<file path="src/rtl/multibuffer_packer_if.sv">
// Bundle for multibuffer_packer: narrow producer side, queue write side
// and accumulator status.
interface multibuffer_packer_if #(
  parameter int DW = 64,
  parameter int QW = 128,
  parameter int CW = 2
);
  logic          in_valid;
  logic [DW-1:0] in_data;
  logic          in_ready;
  logic          flush;
  logic          write_en;
  logic [QW-1:0] data_out;
  logic          waitrequest;
  logic [CW-1:0] lane_cnt;
  logic          busy;

  modport master (
    output in_valid, in_data, flush, waitrequest,
    input  in_ready, write_en, data_out, lane_cnt, busy
  );

  modport slave (
    input  in_valid, in_data, flush, waitrequest,
    output in_ready, write_en, data_out, lane_cnt, busy
  );
endinterface

</file>
<file path="src/rtl/multibuffer_packer.sv">
// Narrow-to-wide write gearbox feeding multibuffer_queue; lane 0 is LSBs.
// Optional MULTIBUFFER_PACKER_STATS_EN adds words_written/pad_lanes.
module multibuffer_packer #(
  parameter int DATA_IN_WIDTH = 64,
  parameter int Q_DATA_WIDTH  = 128,
  parameter logic [DATA_IN_WIDTH-1:0] PAD_VALUE = '0
) (
  input  logic clk,
  input  logic rst_n,
  multibuffer_packer_if.slave bus
`ifdef MULTIBUFFER_PACKER_STATS_EN
  ,
  output logic [31:0] words_written,
  output logic [31:0] pad_lanes
`endif
);
  localparam int R  = Q_DATA_WIDTH / DATA_IN_WIDTH;
  localparam int CW = $clog2(R) + 1;
  localparam logic [CW-1:0] FULL = CW'(R);

  logic [R-1:0][DATA_IN_WIDTH-1:0] acc_q, acc_d;
  logic [R-1:0][DATA_IN_WIDTH-1:0] word;
  logic [CW-1:0] cnt_q, cnt_d;
  logic [CW-1:0] pad_n;
  logic [Q_DATA_WIDTH-1:0] dout_q, dout_d;
  logic we_q, we_d;
  logic pend_q, pend_d;
  logic out_free, rdy, accept, xfer, fl;

  assign out_free = !we_q || !bus.waitrequest;
  assign rdy = !pend_q && (cnt_q != FULL || out_free);
  assign accept = bus.in_valid && rdy;
  assign fl = pend_q || bus.flush;

  always_comb begin
    acc_d  = acc_q;
    cnt_d  = cnt_q;
    we_d   = we_q && bus.waitrequest;
    dout_d = dout_q;
    pend_d = pend_q;
    xfer   = 1'b0;
    word   = acc_q;
    pad_n  = '0;
    // A stalled full word leaves first; a new beat then restarts lane 0.
    if (cnt_q == FULL && out_free) begin
      xfer  = 1'b1;
      cnt_d = '0;
    end
    if (accept) begin
      for (int i = 0; i < R; i++)
        if (CW'(i) == cnt_d) acc_d[i] = bus.in_data;
      cnt_d = cnt_d + CW'(1);
    end
    if (!xfer && cnt_d == FULL && out_free) begin
      xfer  = 1'b1;
      word  = acc_d;
      cnt_d = '0;
    end
    // Flush pads after packing this cycle's beat; waits if out is busy.
    if (fl) begin
      if (cnt_d == '0) begin
        pend_d = 1'b0;
      end else if (!xfer && out_free) begin
        xfer  = 1'b1;
        pad_n = FULL - cnt_d;
        for (int i = 0; i < R; i++)
          word[i] = (CW'(i) < cnt_d) ? acc_d[i] : PAD_VALUE;
        cnt_d  = '0;
        pend_d = 1'b0;
      end else begin
        pend_d = 1'b1;
      end
    end
    if (xfer) begin
      we_d   = 1'b1;
      dout_d = word;
    end
  end

  always_ff @(posedge clk or negedge rst_n) begin
    if (!rst_n) begin
      acc_q  <= '0;
      cnt_q  <= '0;
      we_q   <= 1'b0;
      dout_q <= '0;
      pend_q <= 1'b0;
    end else begin
      acc_q  <= acc_d;
      cnt_q  <= cnt_d;
      we_q   <= we_d;
      dout_q <= dout_d;
      pend_q <= pend_d;
    end
  end

  assign bus.in_ready = rdy;
  assign bus.write_en = we_q;
  assign bus.data_out = dout_q;
  assign bus.lane_cnt = cnt_q;
  assign bus.busy     = (cnt_q != '0) || we_q;

`ifdef MULTIBUFFER_PACKER_STATS_EN
  logic [31:0] ww_q, pl_q;

  always_ff @(posedge clk or negedge rst_n) begin
    if (!rst_n) begin
      ww_q <= '0;
      pl_q <= '0;
    end else begin
      ww_q <= ww_q + 32'(we_q && !bus.waitrequest);
      pl_q <= pl_q + 32'(pad_n);
    end
  end

  assign words_written = ww_q;
  assign pad_lanes     = pl_q;
`endif
endmodule

</file>
<file path="src/flat_wrapper.sv">
// flat-port wrapper written by rule: the top's interface ports become plain ports
module multibuffer_packer_flat 
#(
  parameter int DATA_IN_WIDTH = 64,
  parameter int Q_DATA_WIDTH  = 128,
  parameter logic [DATA_IN_WIDTH-1:0] PAD_VALUE = '0
)
  (clk, rst_n, bus_in_valid, bus_in_data, bus_flush, bus_waitrequest, bus_in_ready, bus_write_en, bus_data_out, bus_lane_cnt, bus_busy);
  multibuffer_packer_if #(.DW(64), .QW(128), .CW(2)) bus_i ();
  input  logic clk;
  input  logic rst_n;
  input wire logic [$bits(bus_i.in_valid)-1:0] bus_in_valid;
  input wire logic [$bits(bus_i.in_data)-1:0] bus_in_data;
  input wire logic [$bits(bus_i.flush)-1:0] bus_flush;
  input wire logic [$bits(bus_i.waitrequest)-1:0] bus_waitrequest;
  output wire logic [$bits(bus_i.in_ready)-1:0] bus_in_ready;
  output wire logic [$bits(bus_i.write_en)-1:0] bus_write_en;
  output wire logic [$bits(bus_i.data_out)-1:0] bus_data_out;
  output wire logic [$bits(bus_i.lane_cnt)-1:0] bus_lane_cnt;
  output wire logic [$bits(bus_i.busy)-1:0] bus_busy;
  assign bus_i.in_valid = bus_in_valid;
  assign bus_i.in_data = bus_in_data;
  assign bus_i.flush = bus_flush;
  assign bus_i.waitrequest = bus_waitrequest;
  assign bus_in_ready = bus_i.in_ready;
  assign bus_write_en = bus_i.write_en;
  assign bus_data_out = bus_i.data_out;
  assign bus_lane_cnt = bus_i.lane_cnt;
  assign bus_busy = bus_i.busy;
  multibuffer_packer #(.DATA_IN_WIDTH(DATA_IN_WIDTH), .Q_DATA_WIDTH(Q_DATA_WIDTH), .PAD_VALUE(PAD_VALUE)) u_core (.clk(clk), .rst_n(rst_n), .bus(bus_i));
endmodule
</file>
<file path="config.mk">
export PLATFORM = sky130hd
export DESIGN_NAME = multibuffer_packer_flat
export DESIGN_NICKNAME = d
export VERILOG_FILES = /design/src/rtl/multibuffer_packer_if.sv /design/src/rtl/multibuffer_packer.sv /design/src/flat_wrapper.sv
export SDC_FILE = /design/constraint.sdc
export NUM_CORES = 1
export LEC_CHECK = 0
export CAP_MARGIN = 20
export CORE_MARGIN = 3
export CORE_UTILIZATION = 57
export DETAILED_ROUTE_END_ITERATION = 8
export PLACE_DENSITY = 0.86
export SETUP_SLACK_MARGIN = 0.5
export SLEW_MARGIN = 20
export SYNTH_ARGS = -nofsm -noshare
export SYNTH_HDL_FRONTEND = slang
export SYNTH_SLANG_ARGS = --single-unit
</file>
<file path="constraint.sdc">
create_clock -name clk -period 7.35 [get_ports clk]
set_clock_uncertainty 0.15 [all_clocks]
set_input_delay 1.1025 -clock clk [delete_from_list [all_inputs] [get_ports clk]]
set_output_delay 1.1025 -clock clk [all_outputs]
set_load 0.01 [all_outputs]
</file>
Word-level counts from Yosys, hierarchy flattened
Index checks and enable logic that the tools add are counted.
{"block": "classes", "n_addsub": 1, "n_lt_le_gt_ge": 2, "n_eq_ne": 4, "mux": 23, "n_reduce_logical": 19}
{"operator": "128-bit two-way mux", "count": 5}
{"operator": "64-bit two-way mux", "count": 4}
{"operator": "2-bit two-way mux", "count": 6}
{"operator": "1-bit two-way mux", "count": 8}
{"operator": "1-bit logical AND", "count": 7}
{"operator": "1-bit logical NOT", "count": 5}
{"operator": "2-bit == test, second input constant", "count": 2}
{"operator": "2-bit logical NOT", "count": 2}
{"operator": "1-bit logical OR", "count": 4}
{"operator": "1-bit by 2-bit less-than comparator with 1-bit output, first input constant", "count": 2}
{"operator": "2-bit by 1-bit adder with 2-bit output, second input constant", "count": 1}
{"operator": "1-bit by 2-bit == test with 1-bit output, first input constant", "count": 1}
{"operator": "2-bit inequality test, second input constant", "count": 1}
{"operator": "2-bit nonzero test", "count": 1}
{"block": "totals", "ff_bits": 260, "inputBits": 69, "out_inout_bits": 133, "word_cells": 55}

Longest topological paths before layout
{"block": "logic_depth", "depth_word": 16, "ltp_mapped": 11, "mapped_depth_nobuf": 8}

Worst setup path after synthesis
Ideal clock, no wire load.
{"block": "synth_path", "kind": "input -> register", "startpoint": "in bus_waitrequest", "endpoint": "reg u_core.dout_q[101], in the netlist u_core.bus.data_out[101]", "setup_ns": 0.077, "arrival_ns": 2.980, "t_required_ns": 7.123, "path_slack_ns": 4.142, "path_stages": 10, "n_path_buf": 2, "path_cell_list": "and2_1 -> buf_2 -> o21ai_0 -> ha_1 -> and2_1 -> o21a_1 -> nor2_2 -> clkbuf_1 -> a22oi_1 -> a21oi_1"}
{"block": "synth_between", "elab_chain_len": 15, "word_cells_on_any_way": 31, "cone_classes": "add/sub (1); order compare (1); eq/ne (2); mux (15); reduce/logical (12)"}
{"element": "from (decl)", "line_no": "flat_wrapper.sv:15", "rtl": "input wire logic [$bits(bus_i.waitrequest)-1:0] bus_waitrequest;"}
{"element": "1-bit logical NOT *", "line_no": "multibuffer_packer.sv:30", "rtl": "assign out_free = !we_q || !bus.waitrequest;"}
{"element": "1-bit logical OR *", "line_no": "multibuffer_packer.sv:30"}
{"element": "1-bit logical AND / 1-bit logical OR (equally long branches)", "line_no": "multibuffer_packer.sv:45, multibuffer_packer.sv:31"}
{"element": "2-bit two-way mux / 1-bit logical AND (equally long branches)", "line_no": "multibuffer_packer.sv:45, multibuffer_packer.sv:31"}
{"element": "2-bit by 1-bit adder with 2-bit output / 1-bit logical AND (equally long branches)", "line_no": "multibuffer_packer.sv:52, multibuffer_packer.sv:32"}
{"element": "2-bit two-way mux", "line_no": "multibuffer_packer.sv:49", "rtl": "if (accept) begin"}
{"element": "2-bit == test", "line_no": "multibuffer_packer.sv:54", "rtl": "if (!xfer && cnt_d == FULL && out_free) begin"}
{"element": "1-bit logical AND (2 in series)", "line_no": "multibuffer_packer.sv:54"}
{"element": "2-bit two-way mux / 1-bit two-way mux (equally long branches)", "line_no": "multibuffer_packer.sv:54"}
{"element": "1-bit by 2-bit less-than comparator with 1-bit output / 1-bit logical NOT (equally long branches)", "line_no": "multibuffer_packer.sv:67, multibuffer_packer.sv:63"}
{"element": "64-bit two-way mux / 1-bit logical AND (equally long branches)", "line_no": "multibuffer_packer.sv:67, multibuffer_packer.sv:63"}
{"element": "128-bit two-way mux / 1-bit two-way mux (equally long branches)", "line_no": "multibuffer_packer.sv:63", "rtl": "end else if (!xfer && out_free) begin"}
{"element": "128-bit two-way mux / 1-bit two-way mux (equally long branches)", "line_no": "multibuffer_packer.sv:61", "rtl": "if (cnt_d == '0) begin"}
{"element": "128-bit two-way mux / 1-bit two-way mux (equally long branches)", "line_no": "multibuffer_packer.sv:60", "rtl": "if (fl) begin"}
{"element": "to (signal assigned)", "line_no": "multibuffer_packer.sv:91", "rtl": "dout_q <= dout_d;"}
{"element": "to (decl)", "line_no": "multibuffer_packer.sv:25", "rtl": "logic [Q_DATA_WIDTH-1:0] dout_q, dout_d;"}
Every way passes the cells marked *; elsewhere a longest branch is shown, timed or not.
A chain may end at the register's enable or synchronous reset.

Worst setup path after layout
{"block": "layout_path", "startpoint": "in bus_waitrequest", "endpoint": "reg u_core.dout_q[7], in the netlist u_core.bus.data_out[7]"}
Same word-level chain as after synthesis.

==> run metrics <==
Final #Nets=1101; Ant. Diodes=0; commonest non-fill, non-tap cells in the layout=260 x dfrtp_1, 200 x clkdlybuf4s50_1, 117 x mux2_2, 102 x mux2i_1, 96 x a21oi_1; syn_nets=around 920; gpl congestion=~0.8; Slew HR=0.318; port buffer count=201; Post-CTS Setup Repair Bufs=0; drt wl/cell=19.9 um; Post-Layout Cell Count=1309; clock slew at reported path FFs=60 ps; DRC=0; Die Footprint=between 20000 and 25000 sq um; Via density=about 5.7; DP Area=13200 sq um; core area=roughly 19000 sq um; Worst-Margin Slew=1020 ps; power per cell area=511 nW/um^2; Seq pwr share=0.363; area delta synth->final=27.1%; Max-Cap Viols=0; Core Rows=50; worst path cell trace=clkdlybuf4s50_1 -> and2_1 -> o21ai_0 -> ha_1 -> and2_1 -> o21ai_0 -> a31oi_4 -> buf_4 -> buf_6 -> nor2_1 -> a21oi_1; WHS=339 ps; area of the multi-input gates=4200 sq um; initial antenna violation count=0; Clk Latency, worst-skew pair=about 520 ps; CTS buffer count=26; Yosys warnings=0; Critical Path RT=7640 ps; syn avg cell area=roughly 13 sq um; status=completed; maximum vdd drop=about 250 uV; htree depth=1; crit path kind=in2reg; initial DRC count=~470; share of layout cells above drive strength 1=0.180; Setup violations, final=0; Fin Setup TNS=0 ps; reg2reg path depth=9; vias in the first global route=about 7900; hold depth=1; cell count after synthesis=848; Netlist Area Pre-Place=11100 sq um; initial core utilization=0.586; worst reg2reg startpoint=u_core.bus.lane_cnt[0]; FF+latch count, synth=260; Design Area, Final=between 10000 and 15000 sq um; Async SR Flop Fraction=1.00; CTS Hold Bufs=0; top cell type's share of synthesized area=0.588; Crit. path cell count=11; Internal Power=~4700 uW; Comb power frac=0.442; CP peak stage delay=approximately 660 ps; Clk pwr share=0.195; Main synth FF type=dfrtp_1; post-route ant nets=0; Distinct cells, synth=40; Pleak=between 0.005 and 0.006 uW; vias=about 7500; Initial DRT Pass Iterations=4; sequential area share after synthesis=0.588; Switching Fraction=0.351; largest net degree at the start of global routing=about 130; Hold Crit Class=reg2reg; Top Family by Delay on Critical Path=buffers and inverters; Die Wd=~150 um; Max Fclk=roughly 230 MHz; start point of the critical path=bus_waitrequest; fin. max-slew vios=0; DRT Wirelength=between 20000 and 30000 um; register area=between 6000 and 7000 sq um; Final Critical Period=around 4400 ps; first-pass GRT wire length=42600 um; total grt overflow=0; CTS Root Cell=clkbuf_16; hold path start=u_core.bus.data_out[121]; # resized after CTS=0; Post-synth EDFFs=0; Filler cells=1243; CTS tree=done; Worst EP arrival=roughly 4700 ps; CP bufs+invs=3; Tot GR Track Use=0.247; cell taking the most area after synthesis=dfrtp_1; CP max-delay cell=buf_6; dpl cells=approximately 1300; commonest non-fill, non-tap cell in the layout=dfrtp_1; CP Launch Type=input pin; Post-DP HPWL=~16000 um; dominant cells by area after synthesis=dfrtp_1 59%, mux2_2 12%, mux2i_1 9.2%; Sink Count=between 200 and 300; Top Ports=a little over 200; Fin. Hold Viols=0; Die H=145 um; switching component of the power=about 2500 uW; Critical Path End Type=flop; RSZ-0062 raised after global routing=no; final worst-path cycle share=0.603; CTS Buffer Depth=3; Crit Path Max Fanout=114
## cells by family (layout without fill, tap and decap cells)
group,after synthesis,count (layout),synth area share
simple gates,116,116,0.0446
fa+ha+maj,1,1,0.00113
buf+inv,60,261,0.0367
flops,260,260,0.588
mux,230,230,0.226
compound gates,181,181,0.104
## synth_stat cells (2+ instances only)
library cell and n:
mux2_4 10, o21a_1 2, mux2i_1 102, nor2b_1 2, buf_2 32, o21ai_0 9, a22oi_1 27, a21oi_1 97
o2bb2ai_1 37, mux2_2 117, buf_4 9, and2_1 2, nand2_1 6, buf_6 14, nor2_1 94, dfrtp_1 260
clkbuf_1 4, o22ai_1 2
## flip-flops by register name, summed over array words and instances (netlist names)
signal	cells
u_core.acc_q	128
u_core.bus.data_out	128
u_core.bus.lane_cnt	2
u_core.bus.write_en	1
u_core.pend_q	1
## through the flow
| stage | total power, uW | setup WS, ps | util |
|---|---|---|---|
| after floorplan | 4550 | 4140 | - |
| after global placement | 5640 | 2390 | 0.697 |
| after detailed placement | 5780 | 2180 | 0.697 |
| after CTS | 7230 | 2730 | 0.745 |
| after global routing | 7630 | 2640 | 0.745 |
| final | 7190 | 2920 | 0.745 |
## metal layers
| metal | part of all wire | vias to the layer above | global-route usage |
|---|---|---|---|
| li1 | - | 3417 | - |
| met1 | 0.42 | 3808 | 0.333 |
| met2 | 0.50 | 232 | 0.420 |
| met3 | 0.052 | 41 | 0.0417 |
| met4 | 0.021 | 0 | 0.0674 |
| met5 | 0 | - | 0 |
## final timing paths
| path | endpoint | slack [ps] |
|---|---|---|
| min in group asynchronous | u_core.bus.data_out[45] | 500 |
| min reg2reg | u_core.bus.data_out[121] | 340 |
| max reg2reg | u_core.bus.data_out[7] | 3530 |
| max | u_core.bus.data_out[7] | 2920 |
| min | u_core.bus.data_out[121] | 340 |
| max in group asynchronous | u_core.acc_q[17] | 5300 |
## power by group through the flow
| stage | sequential [uW] | clock [uW] | combinational, uW |
|---|---|---|---|
| after floorplan | 2650 | 0 | 1900 |
| after global placement | 2590 | 0 | 3050 |
| after detailed placement | 2610 | 0 | 3170 |
| after CTS | 2600 | 1430 | 3200 |
| after global routing | 2690 | 1480 | 3450 |
| final | 2610 | 1400 | 3180 |
## layout make-up
| type | instances | share of cell area |
|---|---|---|
| flip-flops and latches | 260 | 0.462 |
| inverters | 1 | 0.000444 |
| multi-input cells | 528 | 0.298 |
| clock buffers | 41 | 0.0560 |
| clock inverters | 5 | 0.00889 |
| well taps | 260 | 0.0231 |
| repair buffers | 214 | 0.151 |
No activity file was read; power rests on OpenSTA's default activity.
